==> src/rtl/cu_rr_allocator_pkg.sv <==
// Shared constants, FSM state encoding and arbitration modes for the CU allocator.
package cu_rr_allocator_pkg;

    localparam int DEF_WG_ID_WIDTH       = 8;
    localparam int DEF_NUMBER_CU         = 4;
    localparam int DEF_CU_ID_WIDTH       = 2;
    localparam int DEF_VGPR_ID_WIDTH     = 8;
    localparam int DEF_NUMBER_VGPR_SLOTS = 256;
    localparam int DEF_SGPR_ID_WIDTH     = 8;
    localparam int DEF_NUMBER_SGPR_SLOTS = 256;
    localparam int DEF_LDS_ID_WIDTH      = 7;
    localparam int DEF_NUMBER_LDS_SLOTS  = 128;
    localparam int DEF_GDS_ID_WIDTH      = 7;
    localparam int DEF_GDS_SIZE          = 128;
    localparam int DEF_WG_SLOT_ID_WIDTH  = 6;
    localparam int DEF_NUMBER_WF_SLOTS   = 40;

    localparam int ARB_FIXED = 0;
    localparam int ARB_RR    = 1;

    typedef enum logic [1:0] {
        ST_IDLE   = 2'd0,
        ST_SEARCH = 2'd1,
        ST_DECIDE = 2'd2,
        ST_GRANT  = 2'd3
    } alloc_state_t;

endpackage

==> src/rtl/cu_rr_allocator_picker.sv <==
// Combinational first-set search starting at ptr and wrapping at NUMBER_CU-1.
module rr_priority_picker #(
    parameter int NUMBER_CU   = 4,
    parameter int CU_ID_WIDTH = 2
) (
    input  logic [NUMBER_CU-1:0]   cand,
    input  logic [CU_ID_WIDTH-1:0] ptr,
    output logic                   found,
    output logic [CU_ID_WIDTH-1:0] idx
);

    int                   pos;
    logic [CU_ID_WIDTH-1:0] sel;

    // Scan from the farthest offset down so the nearest candidate to ptr wins.
    always_comb begin
        found = 1'b0;
        idx   = '0;
        pos   = 0;
        sel   = '0;
        for (int k = NUMBER_CU - 1; k >= 0; k--) begin
            pos = int'(ptr) + k;
            if (pos >= NUMBER_CU) begin
                pos = pos - NUMBER_CU;
            end
            sel = CU_ID_WIDTH'(pos);
            if (cand[sel]) begin
                found = 1'b1;
                idx   = sel;
            end
        end
    end

endmodule

==> src/rtl/cu_rr_allocator.sv <==
// Workgroup-to-CU allocator: parallel fit search over a per-CU free-resource table,
// fixed-priority or round-robin arbitration, grant held until acknowledged.
module cu_rr_allocator
    import cu_rr_allocator_pkg::*;
#(
    parameter int WG_ID_WIDTH       = DEF_WG_ID_WIDTH,
    parameter int NUMBER_CU         = DEF_NUMBER_CU,
    parameter int CU_ID_WIDTH       = DEF_CU_ID_WIDTH,
    parameter int VGPR_ID_WIDTH     = DEF_VGPR_ID_WIDTH,
    parameter int NUMBER_VGPR_SLOTS = DEF_NUMBER_VGPR_SLOTS,
    parameter int SGPR_ID_WIDTH     = DEF_SGPR_ID_WIDTH,
    parameter int NUMBER_SGPR_SLOTS = DEF_NUMBER_SGPR_SLOTS,
    parameter int LDS_ID_WIDTH      = DEF_LDS_ID_WIDTH,
    parameter int NUMBER_LDS_SLOTS  = DEF_NUMBER_LDS_SLOTS,
    parameter int GDS_ID_WIDTH      = DEF_GDS_ID_WIDTH,
    parameter int GDS_SIZE          = DEF_GDS_SIZE,
    parameter int WG_SLOT_ID_WIDTH  = DEF_WG_SLOT_ID_WIDTH,
    parameter int NUMBER_WF_SLOTS   = DEF_NUMBER_WF_SLOTS,
    parameter int ARB_MODE          = ARB_RR
) (
    input  logic                       clk,
    input  logic                       rst,
    input  logic                       dis_controller_start_alloc,
    input  logic [WG_ID_WIDTH-1:0]     inflight_wg_buffer_alloc_wg_id,
    input  logic [WG_SLOT_ID_WIDTH:0]  inflight_wg_buffer_alloc_num_wf,
    input  logic [VGPR_ID_WIDTH:0]     inflight_wg_buffer_alloc_vgpr_size,
    input  logic [SGPR_ID_WIDTH:0]     inflight_wg_buffer_alloc_sgpr_size,
    input  logic [LDS_ID_WIDTH:0]      inflight_wg_buffer_alloc_lds_size,
    input  logic [GDS_ID_WIDTH:0]      inflight_wg_buffer_alloc_gds_size,
    input  logic [NUMBER_CU-1:0]       dis_controller_cu_busy,
    input  logic                       dis_controller_alloc_ack,
    input  logic                       grt_cam_up_valid,
    input  logic [CU_ID_WIDTH-1:0]     grt_cam_up_cu_id,
    input  logic [VGPR_ID_WIDTH-1:0]   grt_cam_up_vgpr_strt,
    input  logic [VGPR_ID_WIDTH:0]     grt_cam_up_vgpr_size,
    input  logic [SGPR_ID_WIDTH-1:0]   grt_cam_up_sgpr_strt,
    input  logic [SGPR_ID_WIDTH:0]     grt_cam_up_sgpr_size,
    input  logic [LDS_ID_WIDTH-1:0]    grt_cam_up_lds_strt,
    input  logic [LDS_ID_WIDTH:0]      grt_cam_up_lds_size,
    input  logic [GDS_ID_WIDTH-1:0]    grt_cam_up_gds_strt,
    input  logic [GDS_ID_WIDTH:0]      grt_cam_up_gds_size,
    input  logic [WG_SLOT_ID_WIDTH:0]  grt_cam_up_wg_count,
    output logic                       allocator_cu_valid,
    output logic                       allocator_cu_rejected,
    output logic [WG_ID_WIDTH-1:0]     allocator_wg_id_out,
    output logic [CU_ID_WIDTH-1:0]     allocator_cu_id_out,
    output logic [VGPR_ID_WIDTH-1:0]   allocator_vgpr_start_out,
    output logic [VGPR_ID_WIDTH:0]     allocator_vgpr_size_out,
    output logic [SGPR_ID_WIDTH-1:0]   allocator_sgpr_start_out,
    output logic [SGPR_ID_WIDTH:0]     allocator_sgpr_size_out,
    output logic [LDS_ID_WIDTH-1:0]    allocator_lds_start_out,
    output logic [LDS_ID_WIDTH:0]      allocator_lds_size_out,
    output logic [GDS_ID_WIDTH-1:0]    allocator_gds_start_out,
    output logic [GDS_ID_WIDTH:0]      allocator_gds_size_out
);

    alloc_state_t state_reg, state_next;

    logic [WG_SLOT_ID_WIDTH:0] wf_free_reg   [NUMBER_CU];
    logic [VGPR_ID_WIDTH-1:0]  vgpr_strt_reg [NUMBER_CU];
    logic [VGPR_ID_WIDTH:0]    vgpr_size_reg [NUMBER_CU];
    logic [SGPR_ID_WIDTH-1:0]  sgpr_strt_reg [NUMBER_CU];
    logic [SGPR_ID_WIDTH:0]    sgpr_size_reg [NUMBER_CU];
    logic [LDS_ID_WIDTH-1:0]   lds_strt_reg  [NUMBER_CU];
    logic [LDS_ID_WIDTH:0]     lds_size_reg  [NUMBER_CU];
    logic [GDS_ID_WIDTH-1:0]   gds_strt_reg;
    logic [GDS_ID_WIDTH:0]     gds_size_reg;

    // Start values frozen during SEARCH so a concurrent grt write cannot skew the winner's grant.
    logic [VGPR_ID_WIDTH-1:0]  snap_vgpr_strt_reg [NUMBER_CU];
    logic [SGPR_ID_WIDTH-1:0]  snap_sgpr_strt_reg [NUMBER_CU];
    logic [LDS_ID_WIDTH-1:0]   snap_lds_strt_reg  [NUMBER_CU];
    logic [GDS_ID_WIDTH-1:0]   snap_gds_strt_reg;

    logic [WG_ID_WIDTH-1:0]    req_wg_id_reg;
    logic [WG_SLOT_ID_WIDTH:0] req_num_wf_reg;
    logic [VGPR_ID_WIDTH:0]    req_vgpr_size_reg;
    logic [SGPR_ID_WIDTH:0]    req_sgpr_size_reg;
    logic [LDS_ID_WIDTH:0]     req_lds_size_reg;
    logic [GDS_ID_WIDTH:0]     req_gds_size_reg;

    logic [NUMBER_CU-1:0]      cand_next, cand_reg;
    logic [CU_ID_WIDTH-1:0]    rr_ptr_reg, pick_ptr, pick_idx;
    logic                      pick_found;

    logic                      valid_reg, rejected_reg;
    logic [WG_ID_WIDTH-1:0]    wg_id_out_reg;
    logic [CU_ID_WIDTH-1:0]    cu_id_out_reg;
    logic [VGPR_ID_WIDTH-1:0]  vgpr_start_out_reg;
    logic [VGPR_ID_WIDTH:0]    vgpr_size_out_reg;
    logic [SGPR_ID_WIDTH-1:0]  sgpr_start_out_reg;
    logic [SGPR_ID_WIDTH:0]    sgpr_size_out_reg;
    logic [LDS_ID_WIDTH-1:0]   lds_start_out_reg;
    logic [LDS_ID_WIDTH:0]     lds_size_out_reg;
    logic [GDS_ID_WIDTH-1:0]   gds_start_out_reg;
    logic [GDS_ID_WIDTH:0]     gds_size_out_reg;

    generate
        for (genvar gi = 0; gi < NUMBER_CU; gi++) begin : g_cu
            always_ff @(posedge clk) begin
                if (rst) begin
                    wf_free_reg[gi]   <= (WG_SLOT_ID_WIDTH+1)'(NUMBER_WF_SLOTS);
                    vgpr_strt_reg[gi] <= '0;
                    vgpr_size_reg[gi] <= (VGPR_ID_WIDTH+1)'(NUMBER_VGPR_SLOTS);
                    sgpr_strt_reg[gi] <= '0;
                    sgpr_size_reg[gi] <= (SGPR_ID_WIDTH+1)'(NUMBER_SGPR_SLOTS);
                    lds_strt_reg[gi]  <= '0;
                    lds_size_reg[gi]  <= (LDS_ID_WIDTH+1)'(NUMBER_LDS_SLOTS);
                end else if (grt_cam_up_valid && grt_cam_up_cu_id == CU_ID_WIDTH'(gi)) begin
                    wf_free_reg[gi]   <= grt_cam_up_wg_count;
                    vgpr_strt_reg[gi] <= grt_cam_up_vgpr_strt;
                    vgpr_size_reg[gi] <= grt_cam_up_vgpr_size;
                    sgpr_strt_reg[gi] <= grt_cam_up_sgpr_strt;
                    sgpr_size_reg[gi] <= grt_cam_up_sgpr_size;
                    lds_strt_reg[gi]  <= grt_cam_up_lds_strt;
                    lds_size_reg[gi]  <= grt_cam_up_lds_size;
                end
            end

            always_ff @(posedge clk) begin
                if (state_reg == ST_SEARCH) begin
                    snap_vgpr_strt_reg[gi] <= vgpr_strt_reg[gi];
                    snap_sgpr_strt_reg[gi] <= sgpr_strt_reg[gi];
                    snap_lds_strt_reg[gi]  <= lds_strt_reg[gi];
                end
            end

            assign cand_next[gi] = !dis_controller_cu_busy[gi]
                                && (wf_free_reg[gi]   >= req_num_wf_reg)
                                && (vgpr_size_reg[gi] >= req_vgpr_size_reg)
                                && (sgpr_size_reg[gi] >= req_sgpr_size_reg)
                                && (lds_size_reg[gi]  >= req_lds_size_reg)
                                && (gds_size_reg      >= req_gds_size_reg);
        end
    endgenerate

    always_ff @(posedge clk) begin
        if (rst) begin
            gds_strt_reg <= '0;
            gds_size_reg <= (GDS_ID_WIDTH+1)'(GDS_SIZE);
        end else if (grt_cam_up_valid) begin
            gds_strt_reg <= grt_cam_up_gds_strt;
            gds_size_reg <= grt_cam_up_gds_size;
        end
    end

    always_ff @(posedge clk) begin
        if (state_reg == ST_SEARCH) begin
            snap_gds_strt_reg <= gds_strt_reg;
        end
    end

    assign pick_ptr = (ARB_MODE == ARB_RR) ? rr_ptr_reg : '0;

    rr_priority_picker #(
        .NUMBER_CU   (NUMBER_CU),
        .CU_ID_WIDTH (CU_ID_WIDTH)
    ) u_picker (
        .cand  (cand_reg),
        .ptr   (pick_ptr),
        .found (pick_found),
        .idx   (pick_idx)
    );

    always_comb begin
        state_next = state_reg;
        case (state_reg)
            ST_IDLE:   if (dis_controller_start_alloc) state_next = ST_SEARCH;
            ST_SEARCH: state_next = ST_DECIDE;
            ST_DECIDE: state_next = pick_found ? ST_GRANT : ST_IDLE;
            ST_GRANT:  if (dis_controller_alloc_ack) state_next = ST_IDLE;
            default:   state_next = ST_IDLE;
        endcase
    end

    always_ff @(posedge clk) begin
        if (rst) begin
            state_reg          <= ST_IDLE;
            rr_ptr_reg         <= '0;
            cand_reg           <= '0;
            req_wg_id_reg      <= '0;
            req_num_wf_reg     <= '0;
            req_vgpr_size_reg  <= '0;
            req_sgpr_size_reg  <= '0;
            req_lds_size_reg   <= '0;
            req_gds_size_reg   <= '0;
            valid_reg          <= 1'b0;
            rejected_reg       <= 1'b0;
            wg_id_out_reg      <= '0;
            cu_id_out_reg      <= '0;
            vgpr_start_out_reg <= '0;
            vgpr_size_out_reg  <= '0;
            sgpr_start_out_reg <= '0;
            sgpr_size_out_reg  <= '0;
            lds_start_out_reg  <= '0;
            lds_size_out_reg   <= '0;
            gds_start_out_reg  <= '0;
            gds_size_out_reg   <= '0;
        end else begin
            state_reg    <= state_next;
            rejected_reg <= (state_reg == ST_DECIDE) && !pick_found;
            if (state_reg == ST_IDLE && dis_controller_start_alloc) begin
                req_wg_id_reg     <= inflight_wg_buffer_alloc_wg_id;
                req_num_wf_reg    <= inflight_wg_buffer_alloc_num_wf;
                req_vgpr_size_reg <= inflight_wg_buffer_alloc_vgpr_size;
                req_sgpr_size_reg <= inflight_wg_buffer_alloc_sgpr_size;
                req_lds_size_reg  <= inflight_wg_buffer_alloc_lds_size;
                req_gds_size_reg  <= inflight_wg_buffer_alloc_gds_size;
            end
            if (state_reg == ST_SEARCH) begin
                cand_reg <= cand_next;
            end
            if (state_reg == ST_DECIDE && pick_found) begin
                valid_reg          <= 1'b1;
                cu_id_out_reg      <= pick_idx;
                wg_id_out_reg      <= req_wg_id_reg;
                vgpr_start_out_reg <= snap_vgpr_strt_reg[pick_idx];
                sgpr_start_out_reg <= snap_sgpr_strt_reg[pick_idx];
                lds_start_out_reg  <= snap_lds_strt_reg[pick_idx];
                gds_start_out_reg  <= snap_gds_strt_reg;
                vgpr_size_out_reg  <= req_vgpr_size_reg;
                sgpr_size_out_reg  <= req_sgpr_size_reg;
                lds_size_out_reg   <= req_lds_size_reg;
                gds_size_out_reg   <= req_gds_size_reg;
            end
            if (state_reg == ST_GRANT && dis_controller_alloc_ack) begin
                valid_reg  <= 1'b0;
                rr_ptr_reg <= (cu_id_out_reg == CU_ID_WIDTH'(NUMBER_CU - 1))
                              ? '0 : cu_id_out_reg + CU_ID_WIDTH'(1);
            end
        end
    end

    assign allocator_cu_valid       = valid_reg;
    assign allocator_cu_rejected    = rejected_reg;
    assign allocator_wg_id_out      = wg_id_out_reg;
    assign allocator_cu_id_out      = cu_id_out_reg;
    assign allocator_vgpr_start_out = vgpr_start_out_reg;
    assign allocator_vgpr_size_out  = vgpr_size_out_reg;
    assign allocator_sgpr_start_out = sgpr_start_out_reg;
    assign allocator_sgpr_size_out  = sgpr_size_out_reg;
    assign allocator_lds_start_out  = lds_start_out_reg;
    assign allocator_lds_size_out   = lds_size_out_reg;
    assign allocator_gds_start_out  = gds_start_out_reg;
    assign allocator_gds_size_out   = gds_size_out_reg;

endmodule

==> config.mk <==
export PLATFORM = sky130hd
export DESIGN_NAME = cu_rr_allocator
export DESIGN_NICKNAME = d
export VERILOG_FILES = /design/src/rtl/cu_rr_allocator_pkg.sv /design/src/rtl/cu_rr_allocator_picker.sv /design/src/rtl/cu_rr_allocator.sv
export SDC_FILE = /design/constraint.sdc
export NUM_CORES = 1
export LEC_CHECK = 0
export CORE_UTILIZATION = 45
export CTS_BUF_LIST = sky130_fd_sc_hd__clkbuf_16
export CTS_CLUSTER_DIAMETER = 150
export DETAILED_ROUTE_END_ITERATION = 12
export PLACE_DENSITY = 0.74
export SYNTH_ARGS = -nofsm -noshare
export SYNTH_HDL_FRONTEND = slang
export SYNTH_SLANG_ARGS = --single-unit
==> constraint.sdc <==
create_clock -name clk -period 6 [get_ports clk]
set_input_delay 1.8 -clock clk [delete_from_list [all_inputs] [get_ports clk]]
set_output_delay 1.8 -clock clk [all_outputs]
set_load 0.1 [all_outputs]
# --- Yosys cells after proc, flatten, opt, wreduce, memory -nomap -nowiden ---
# Memory sizes are Yosys's and may differ from the RTL's. A register that Yosys moved wholly into a read port is not among the register bits.
# Index checks and enable logic that the tools add are counted.
# Widths: inputs -> output; s select.
totals:
  rom_bits: 0
  n_memories: 10
  ram_bits: 316
  latchBits: 0
  output_inout_bits: 76
  in_bits: 131
  word_cells: 207
  regBits: 132
op_classes:
  n_eq_ne: 9
  reduce_logical: 37
  order_cmp: 25
  bitwise_logic: 28
  shifts: 0
  n_mul: 0
  mux: 69
  n_addsub: 8
  n_div: 0
memory_table:
  columns: ["memory", "depth", "width", "read_ports", "rd_ports_with_merged_regs", "wr", "line", "text"]
  rows:
  - ["sgpr_size_reg", 4, 9, 4, 0, 4, "cu_rr_allocator.sv:63", "logic [SGPR_ID_WIDTH:0] sgpr_size_reg [NUMBER_CU];"]
  - ["vgpr_size_reg", 4, 9, 4, 0, 4, "cu_rr_allocator.sv:61", "logic [VGPR_ID_WIDTH:0] vgpr_size_reg [NUMBER_CU];"]
  - ["lds_size_reg", 4, 8, 4, 0, 4, "cu_rr_allocator.sv:65", "logic [LDS_ID_WIDTH:0] lds_size_reg [NUMBER_CU];"]
  - ["sgpr_strt_reg", 4, 8, 4, 0, 4, "cu_rr_allocator.sv:62", "logic [SGPR_ID_WIDTH-1:0] sgpr_strt_reg [NUMBER_CU];"]
  - ["snap_sgpr_strt_reg", 4, 8, 1, 1, 4, "cu_rr_allocator.sv:71", "logic [SGPR_ID_WIDTH-1:0] snap_sgpr_strt_reg [NUMBER_CU];"]
  - ["snap_vgpr_strt_reg", 4, 8, 1, 1, 4, "cu_rr_allocator.sv:70", "logic [VGPR_ID_WIDTH-1:0] snap_vgpr_strt_reg [NUMBER_CU];"]
  - ["+4 memories", null, null, null, null, null, null, null]
ops:
  columns: ["op", "count"]
  rows:
  - ["$mux 8", 12]
  - ["$ge 9x9->1", 8]
  - ["$mux 9", 8]
  - ["$mux 7", 8]
  - ["$ge 8x8->1", 5]
  - ["$ge 7x7->1", 4]
  - ["$logic_and 1x1->1", 28]
  - ["$or 1x1->1", 28]
  - ["$mux 1", 24]
  - ["$mux 2", 12]
  - ["$lt 2x3->1 const B", 4]
  - ["$eq 2x2->1 const B", 5]
  - ["$ge 3x3->1 const B", 3]
  - ["$bmux 1 s2", 4]
  - ["$pmux 2 s4", 1]
  - ["$sub 2x1->2 const B", 4]
  - ["$add 2x2->3 const B", 2]
  - ["$logic_not 1->1", 5]
  - ["$eq 2x1->1 const B", 2]
  - ["$logic_not 2->1", 2]
  - ["$ne 2x2->1 const B", 2]
  - ["$add 2x1->3 const B", 1]
  - ["$ge 2x3->1 const B", 1]
  - ["$add 2x1->2 const B", 1]
  - ["2 further kinds", 2]

# --- Longest topological paths before layout ---
# Gate-level depths: netlist of the first run.
depth:
  depth_word: 11
  depth_mapped: 8
  depth_no_buf: 8

# --- By module ---
# A second synthesis of the first run with hierarchy kept.
hier_totals:
  cells_unflattened: 1622
  hier_area_um2: 19991.7
modules_own_cells:
  columns: ["module", "seq_area_each_um2", "instances", "cells_each", "area_each_um2"]
  rows:
  - ["cu_rr_allocator", 12662.1, 1, 1609, 19914.1]
  - ["rr_priority_picker", 0.0, 1, 13, 77.6]

# --- Worst setup path after synthesis of the first run ---
# No wires, ideal clock.
synth_timing:
  kind: "register -> register"
  start: "register state_reg[1]"
  end: "register cand_reg[0]"
  required_time_ps: 5899
  stages_incl_launch_ff: 7
  path_buffers: 1
  setup_ps: 101
  synth_period_minus_slack_ps: 6117
  slack_ps: -117
  arrival_time_ps: 6016
  path_cell_list: "dfxtp_1 > clkbuf_1 > nor2b_1 > o21ai_0 > nor2_1 > nand2_1 > o41ai_1"
synth_via:
  elab_chain_len: 1
synth_rtl:
  columns: ["item", "line", "text"]
  rows:
  - ["start: declaration", "cu_rr_allocator.sv:57", "alloc_state_t state_reg, state_next;"]
  - ["start signal: assignment", "cu_rr_allocator.sv:200", "state_reg <= state_next;"]
  - ["$eq 2x1->1", "cu_rr_allocator.sv:210", "if (state_reg == ST_SEARCH) begin"]
  - ["end signal: assignment", "cu_rr_allocator.sv:211", "cand_reg <= cand_next;"]
  - ["end: declaration", "cu_rr_allocator.sv:82", "logic [NUMBER_CU-1:0] cand_next, cand_reg;"]
# No other way between the ends.
# A chain may end at the register's enable or synchronous reset.

==> results of run 1 <==
through the flow:
step | cells | power (mW) | setup WS, ps | hold WS (ps) | util [%]
after floorplan | 1632 | 4.15 | 675 | 400 | -
after global placement | 2367 | 4.38 | 1530 | 400 | 51.5
after detailed placement | 2367 | 4.42 | 1440 | 405 | 51.5
after CTS | 2456 | 7.48 | 2030 | 414 | 55.2
after global routing | 2457 | 7.69 | 1920 | 419 | 55.2
final | 2458 | 7.43 | 2030 | 415 | 55.2
worst max-delay path by stage:
stage	start	end	slack, ps	cells past startpoint
floorplan	grt_cam_up_valid	lds_size_reg[0][0]	670	4
global placement	grt_cam_up_valid	vgpr_strt_reg[2][7]	1530	5
detailed placement	grt_cam_up_valid	vgpr_strt_reg[2][4]	1440	5
CTS	allocator_cu_id_out[0]	allocator_cu_id_out[0]	2030	1
global route	grt_cam_up_valid	vgpr_strt_reg[3][1]	1920	5
finish	grt_cam_up_valid	vgpr_strt_reg[2][3]	2030	5
power by group through the flow:
stage	Sequential (mW)	Combinational, mW	Clock, mW
2_1_floorplan	3.79	0.357	0
3_3_place_gp	3.79	0.590	0
3_5_place_dp	3.80	0.619	0
4_1_cts	3.73	0.625	3.12
5_1_grt	3.75	0.690	3.25
6_report	3.73	0.618	3.07
worst max-delay path: stages:
cell	delay (ps)
sky130_fd_sc_hd__clkdlybuf4s50_1	460
sky130_fd_sc_hd__buf_4	320
sky130_fd_sc_hd__nand2b_1	380
sky130_fd_sc_hd__o21bai_4	500
sky130_fd_sc_hd__buf_4	650
layout by cell type (no fill, tap or decap), drive strengths merged, types with 3 or more instances in the layout:
cell type	netlist	layout
clkbuf	48	50
nand3	6	6
clkdlybuf4s50	0	205
nor3	10	10
bufinv	0	6
o21bai	5	5
clkinv	0	25
a211oi	11	11
a21oi	138	138
o2111ai	3	3
a221oi	3	3
nor2	40	40
dfxtp	148	148
a211o	3	3
nor2b	9	9
nand2b	25	25
nand2	222	222
o21a	7	7
o21ai	37	37
buf	28	14
edfxtp	323	323
nand4	8	8
mux2i	61	61
and2	205	205
o22ai	25	25
or3	11	11
clkinvlp	0	4
ha	141	141
a2111oi	5	5
o41ai	4	4
inv	58	62
a21o	32	32
o211ai	3	3
kinds of logic after synthesis:
kind of cell,count (synthesis),synth area share [%]
AO/OA/AOI/OAI,281,8.32
adder cells (fa/ha/maj),141,8.79
buffers and inverters,134,2.97
flip-flops,471,63.1
multiplexers,61,3.04
AND/OR/NAND/NOR,544,13.8
layer usage:
layer | vias up | share of wire, % | wire, µm
met5 | - | 0.16 | 75
li1 | 6181 | - | -
met2 | 374 | 51 | 23900
met3 | 92 | 6.0 | 2840
met4 | 12 | 2.5 | 1170
met1 | 6283 | 41 | 19300
area by class of cell:
class | count | area, µm² | area share [%]
clock buffers | 50 | 1250 | 5.14
multi-input cells | 1027 | 6910 | 28.4
diodes | 2 | 5.00 | 0.0205
repair buffers | 219 | 2180 | 8.96
inverters | 58 | 218 | 0.894
well taps | 592 | 741 | 3.04
clock inverters | 39 | 390 | 1.60
flip-flops and latches | 471 | 12700 | 52.0
==> results.rst, run 1 <==
.. list-table::
   :header-rows: 1

   * - Metric
     - Value
   * - Status
     - finished clean
   * - Post-synthesis register bit count
     - 471
   * - Wire per inst
     - 19.2 µm
   * - Final Routed Wirelength
     - 47200 µm
   * - Post-synth EDFFs
     - approximately 320
   * - Average via count per standard cell
     - 5.27
   * - GPL Wtd Cong
     - 0.819
   * - Power dissipated by switching net loads
     - between 1.5 and 2 mW
   * - Layout cells sized above 1
     - 5.69%
   * - GR met3 Demand/Resource
     - 4.00%
   * - Portion of the clock cycle consumed by the worst path in the final layout
     - 66.2%
   * - VDD IR-drop max
     - approximately 0.21 mV
   * - Commonest cells in the netlist
     - sky130_fd_sc_hd__edfxtp_1, sky130_fd_sc_hd__nand2_1, sky130_fd_sc_hd__and2_1, sky130_fd_sc_hd__dfxtp_1, sky130_fd_sc_hd__ha_1
   * - Post-Synthesis Cells
     - between 1500 and 2000
   * - Number of warnings reported in the yosys synthesis log
     - 0
   * - Power share of the combinational group
     - 8.3%
   * - Total negative setup slack
     - 0 ps
   * - Starting Density
     - 45.5%
   * - Reg2reg start
     - cand_reg[0]
   * - TritonCTS Buffers
     - 48
   * - Syn Std Cell Area
     - 20100 µm²
   * - First-pass DRT Iterations
     - 5
   * - Power density over the cells
     - 305 nW/µm²
   * - Worst r2r dst
     - allocator_sgpr_start_out[2]
   * - Synth Area per Inst
     - 12.3 µm²
   * - Clk pin slew, worst setup/hold paths
     - 60 ps
   * - Post-DP Area
     - between 20000 and 25000 µm²
   * - Count of different cell masters after synthesis
     - 51
   * - Reg power frac
     - 50.3%
   * - Crit path max fanout
     - 44
   * - Endpoint type of the worst setup path
     - register
   * - Internal power component
     - 5.71 mW
   * - Residual overflow from global routing
     - 0
   * - Async set-or-reset flop fraction in the synthesized netlist
     - 0%
   * - Minimum clock period after layout
     - 3970 ps
   * - Classification of the worst-slack hold path
     - register to register
   * - Cell taking the most area after synthesis
     - sky130_fd_sc_hd__edfxtp_1
   * - Number of buffers inserted by port buffering
     - about 210
   * - Number of remaining DRC errors
     - 0
   * - Leak Pwr
     - 8.99 nW
   * - Area share of the largest cell type after synthesis
     - 48.3%
   * - Area contributors post-synth
     - sky130_fd_sc_hd__edfxtp_1, sky130_fd_sc_hd__dfxtp_1, sky130_fd_sc_hd__ha_1
   * - Die height
     - 213 µm
   * - Number of hold violations in the final report
     - 0
   * - Global Route Usage Sum
     - around a fifth
   * - End point of the worst hold path
     - snap_vgpr_strt_reg[0][4]
   * - Sequential fraction of the synthesis area
     - 63.1%
   * - Cts hold-fix bufs
     - 0
   * - Fraction of power spent switching nets
     - 23.1%
   * - Startpoint type of the worst setup path
     - input port
   * - Worst hold start
     - vgpr_strt_reg[0][4]
   * - Reg-to-reg slack, setup
     - 3170 ps
   * - Via count of the first global-routing pass
     - 12800
   * - Number of cell instances on the worst register-to-register path
     - 6
   * - Transition at the pin with the smallest max-transition slack
     - 1160 ps
   * - RSZ-0062 raised after global routing
     - no
   * - Pin count of the biggest net entering global routing
     - 95
   * - Total count of max-transition violations in the final report
     - 0
   * - Standard-cell rows
     - 77
   * - TritonCTS clock tree
     - done
   * - Worst path required time
     - 6200 ps
   * - Post-DP HPWL
     - 31300 µm
   * - Number of clock sinks seen by CTS
     - between 400 and 500
   * - Cell area after layout
     - approximately 24000 µm²
   * - Net count of the mapped netlist
     - 1904
   * - Number of maximum-capacitance violations
     - 0
   * - Vias
     - 12900
   * - Relative slew slack
     - between 20% and 30%
   * - Most frequently used cell type in the post-synthesis netlist
     - sky130_fd_sc_hd__edfxtp_1
   * - Most used routing layer
     - met2
   * - Critical path start-end classification
     - input port to register
   * - Insertion delay of the later-clocked pin in the worst-skew pair
     - 590 ps
   * - CTS root buf
     - sky130_fd_sc_hd__clkbuf_16
   * - GR Layer Usage met2
     - 36.7%
   * - Final setup violating endpoints
     - 0
   * - Antenna violations before repair
     - 9
   * - Horizontal die dimension
     - 213 µm
   * - Post-cts resize count
     - 0
   * - DIE AREA
     - 45500 µm²
   * - Clock network fraction of total power
     - roughly two fifths
   * - Core Footprint
     - 44100 µm²
   * - Number of nets in the layout
     - roughly 2100
   * - Boundary pin count
     - just over 200
   * - Post-CTS setup buffer count
     - 0
   * - Post-synthesis to final-layout area growth
     - 21.3%
   * - Max Root-Sink Buffers
     - 3
   * - Count of routing violations after the opening detailed-route iteration
     - 955
   * - Primary flip-flop cell chosen by synthesis mapping
     - sky130_fd_sc_hd__edfxtp_1
   * - Fill count
     - roughly 3700
   * - GRT met1 Usage
     - between 20% and 30%
   * - Data arrival at the endpoint of the critical path
     - 4170 ps
   * - Clock tree skew after final layout
     - 24.8 ps
   * - Worst hold stages
     - 0
   * - Fmax
     - 252 MHz
   * - Global-route wire length before repair
     - 71600 µm
   * - Number of H-tree levels
     - 2
   * - Detail Route Antenna Nets
     - 0
Note: power is estimated with default switching activity, not from simulation.
==> run 2, diff against run 1 <==
--- a/config.mk
+++ b/config.mk
@@ -9,7 +9,7 @@
 export CTS_BUF_LIST = sky130_fd_sc_hd__clkbuf_16
 export CTS_CLUSTER_DIAMETER = 150
 export DETAILED_ROUTE_END_ITERATION = 12
-export PLACE_DENSITY = 0.74
+export PLACE_DENSITY = 0.72
 export SYNTH_ARGS = -nofsm -noshare
 export SYNTH_HDL_FRONTEND = slang
 export SYNTH_SLANG_ARGS = --single-unit
==> constraint.sdc (replaced) <==
create_clock -name clk -period 3.69 [get_ports clk]
set_input_delay 1.107 -clock clk [delete_from_list [all_inputs] [get_ports clk]]
set_output_delay 1.107 -clock clk [all_outputs]
set_load 0.1 [all_outputs]
==> results.rst, run 2 (synthesized netlist as in run 1, its figures left out) <==
.. list-table::
   :header-rows: 1

   * - Metric
     - Value
   * - Die height
     - 213 µm
   * - Clock network fraction of total power
     - 40.4%
   * - Boundary pin count
     - between 200 and 250
   * - Horizontal die dimension
     - 213 µm
   * - Final setup violating endpoints
     - 0
   * - Number of maximum-capacitance violations
     - 0
   * - Number of clock sinks seen by CTS
     - roughly 470
   * - Wire length on met2
     - 23000 µm
   * - TritonCTS clock tree
     - done
   * - First-pass DRT Iterations
     - 5
   * - CP Launch Point
     - grt_cam_up_cu_id[1]
   * - Via count of the first global-routing pass
     - about 13000
   * - Wire per inst
     - 19.2 µm
   * - Power dissipated by switching net loads
     - 2.66 mW
   * - Standard-cell rows
     - 77
   * - CTS root buf
     - sky130_fd_sc_hd__clkbuf_16
   * - Worst Hold Slack
     - 416 ps
   * - Pin count of the biggest net entering global routing
     - ~100
   * - Detail Route Antenna Nets
     - 0
   * - Cts hold-fix bufs
     - 0
   * - Number of H-tree levels
     - 2
   * - Internal power component
     - 9.24 mW
   * - Leak Pwr
     - 9.22 nW
   * - Max Root-Sink Buffers
     - 3
   * - RSZ-0062 raised after global routing
     - no
   * - Data arrival at the endpoint of the critical path
     - 3060 ps
   * - Global Route Usage Sum
     - 21.1%
   * - Final Routed Wirelength
     - 47500 µm
   * - Post-cts resize count
     - 0
   * - Vias
     - 12900
   * - Clk pin slew, worst setup/hold paths
     - 60 ps
   * - Placed Cells
     - 2381
   * - Number of nets in the layout
     - 2110
   * - Relative slew slack
     - 27.4%
   * - Average via count per standard cell
     - between 5 and 6
   * - Most frequent standard cell in the layout excluding fill and tap cells
     - sky130_fd_sc_hd__edfxtp_1
   * - Layout cells sized above 1
     - 10.1%
   * - Reg-to-reg slack, setup
     - about 1100 ps
   * - Core Footprint
     - 44100 µm²
   * - DIE AREA
     - approximately 45000 µm²
   * - TritonCTS Buffers
     - 47
   * - Worst path required time
     - 4130 ps
   * - Routed wl met3
     - 2830 µm
   * - Fraction of power spent switching nets
     - 22.4%
   * - Finished Layout Cells
     - 2468
   * - Post-DP Area
     - 22600 µm²
   * - Clock tree skew after final layout
     - 11.2 ps
   * - Startpoint type of the worst setup path
     - input port
   * - Post-Place Worst Slack
     - 501 ps
   * - Cell area after layout
     - 24200 µm²
   * - Count of routing violations after the opening detailed-route iteration
     - 883
   * - Minimum clock period after layout
     - 2620 ps
   * - Worst r2r dst
     - allocator_vgpr_start_out[4]
   * - Antenna violations before repair
     - 5
   * - Portion of the clock cycle consumed by the worst path in the final layout
     - 71.1%
   * - Global-route wire length before repair
     - 72500 µm
   * - Uppermost layer routed
     - met5
   * - Reg2reg start
     - cand_reg[3]
   * - Number of cell instances on the worst register-to-register path
     - 7
   * - Starting Density
     - 45.5%
   * - Fmax
     - 381 MHz
   * - Most frequent cells in the layout
     - sky130_fd_sc_hd__edfxtp_1, sky130_fd_sc_hd__nand2_1, sky130_fd_sc_hd__and2_1, sky130_fd_sc_hd__dfxtp_1, sky130_fd_sc_hd__ha_1
   * - CP Capture Point
     - sgpr_strt_reg[2][1]
   * - Post-layout worst setup margin
     - ~1100 ps
   * - VDD IR-drop max
     - 0.307 mV
   * - Post-CTS setup buffer count
     - 0
   * - Insertion delay of the later-clocked pin in the worst-skew pair
     - 570 ps
   * - Power Total
     - 11.9 mW
   * - Status
     - finished clean
   * - Endpoint type of the worst setup path
     - register
   * - Reg power frac
     - 51.0%
   * - Transition at the pin with the smallest max-transition slack
     - 1080 ps
   * - Post-DP HPWL
     - 31900 µm
   * - Classification of the worst-slack hold path
     - register to register
   * - Critical path start-end classification
     - input port to register
   * - Residual overflow from global routing
     - 0
   * - Number of hold violations in the final report
     - 0
   * - GPL Wtd Cong
     - approximately 0.83
   * - Total count of max-transition violations in the final report
     - 0
   * - Crit path max fanout
     - 51
   * - Routed metal-1 wire length
     - 20000 µm
   * - Number of remaining DRC errors
     - 0
   * - Power share of the combinational group
     - 8.6%
   * - Power density over the cells
     - approximately 490 nW/µm²
   * - Post-synthesis to final-layout area growth
     - 20.5%
   * - Number of buffers inserted by port buffering
     - 206
## run 2: metal layers
layer	GRT usage (%)	vias to the layer above
li1	-	6209
met1	27.0	6233
met2	35.5	361
met3	3.62	91
met4	8.69	6
met5	0	-
## run 2: layout make-up
class / instances / area (µm²)
Antenna cell: 2 / 5.00
Clock buffer: 50 / 1250
Clock inverter: 35 / 302
Fill cell: 3733 / 19900
Inverter: 58 / 218
Multi-Input combinational cell: 1027 / 6900
Sequential cell: 471 / 12700
Tap cell: 592 / 741
Timing Repair Buffer: 233 / 2110
## run 2: power by group through the flow
stage	Clock (mW)	Sequential, mW	Combinational [mW]
2_1_floorplan	0	6.16	0.582
3_3_place_gp	0	6.17	0.979
3_5_place_dp	0	6.18	1.02
4_1_cts	4.89	6.07	1.03
5_1_grt	5.09	6.10	1.14
6_report	4.81	6.07	1.02
## run 2: worst min path at each step
stage | start | end | slack (ps) | depth (start not counted)
CTS | lds_strt_reg[2][6] | snap_lds_strt_reg[2][6] | 410 | 0
global route | sgpr_strt_reg[2][5] | snap_sgpr_strt_reg[2][5] | 420 | 0
global placement | lds_strt_reg[2][6] | snap_lds_strt_reg[2][6] | 400 | 0
floorplan | lds_strt_reg[0][0] | snap_lds_strt_reg[0][0] | 400 | 0
finish | lds_strt_reg[1][4] | snap_lds_strt_reg[1][4] | 420 | 0
detailed placement | lds_strt_reg[1][4] | snap_lds_strt_reg[1][4] | 400 | 0
## run 2: critical path: stages
cell and delay [ps]:
sky130_fd_sc_hd__clkdlybuf4s50_1 710, sky130_fd_sc_hd__nand2b_1 330, sky130_fd_sc_hd__nor2_2 160, sky130_fd_sc_hd__buf_4 500
sky130_fd_sc_hd__and2_1 220
## run 2: per-stage QoR
stage,util [%],setup TNS [ps]
after detailed placement,51.3,0
final,54.8,0
after global routing,54.8,0
after CTS,54.8,0
after global placement,51.3,0
after floorplan,-,-105520
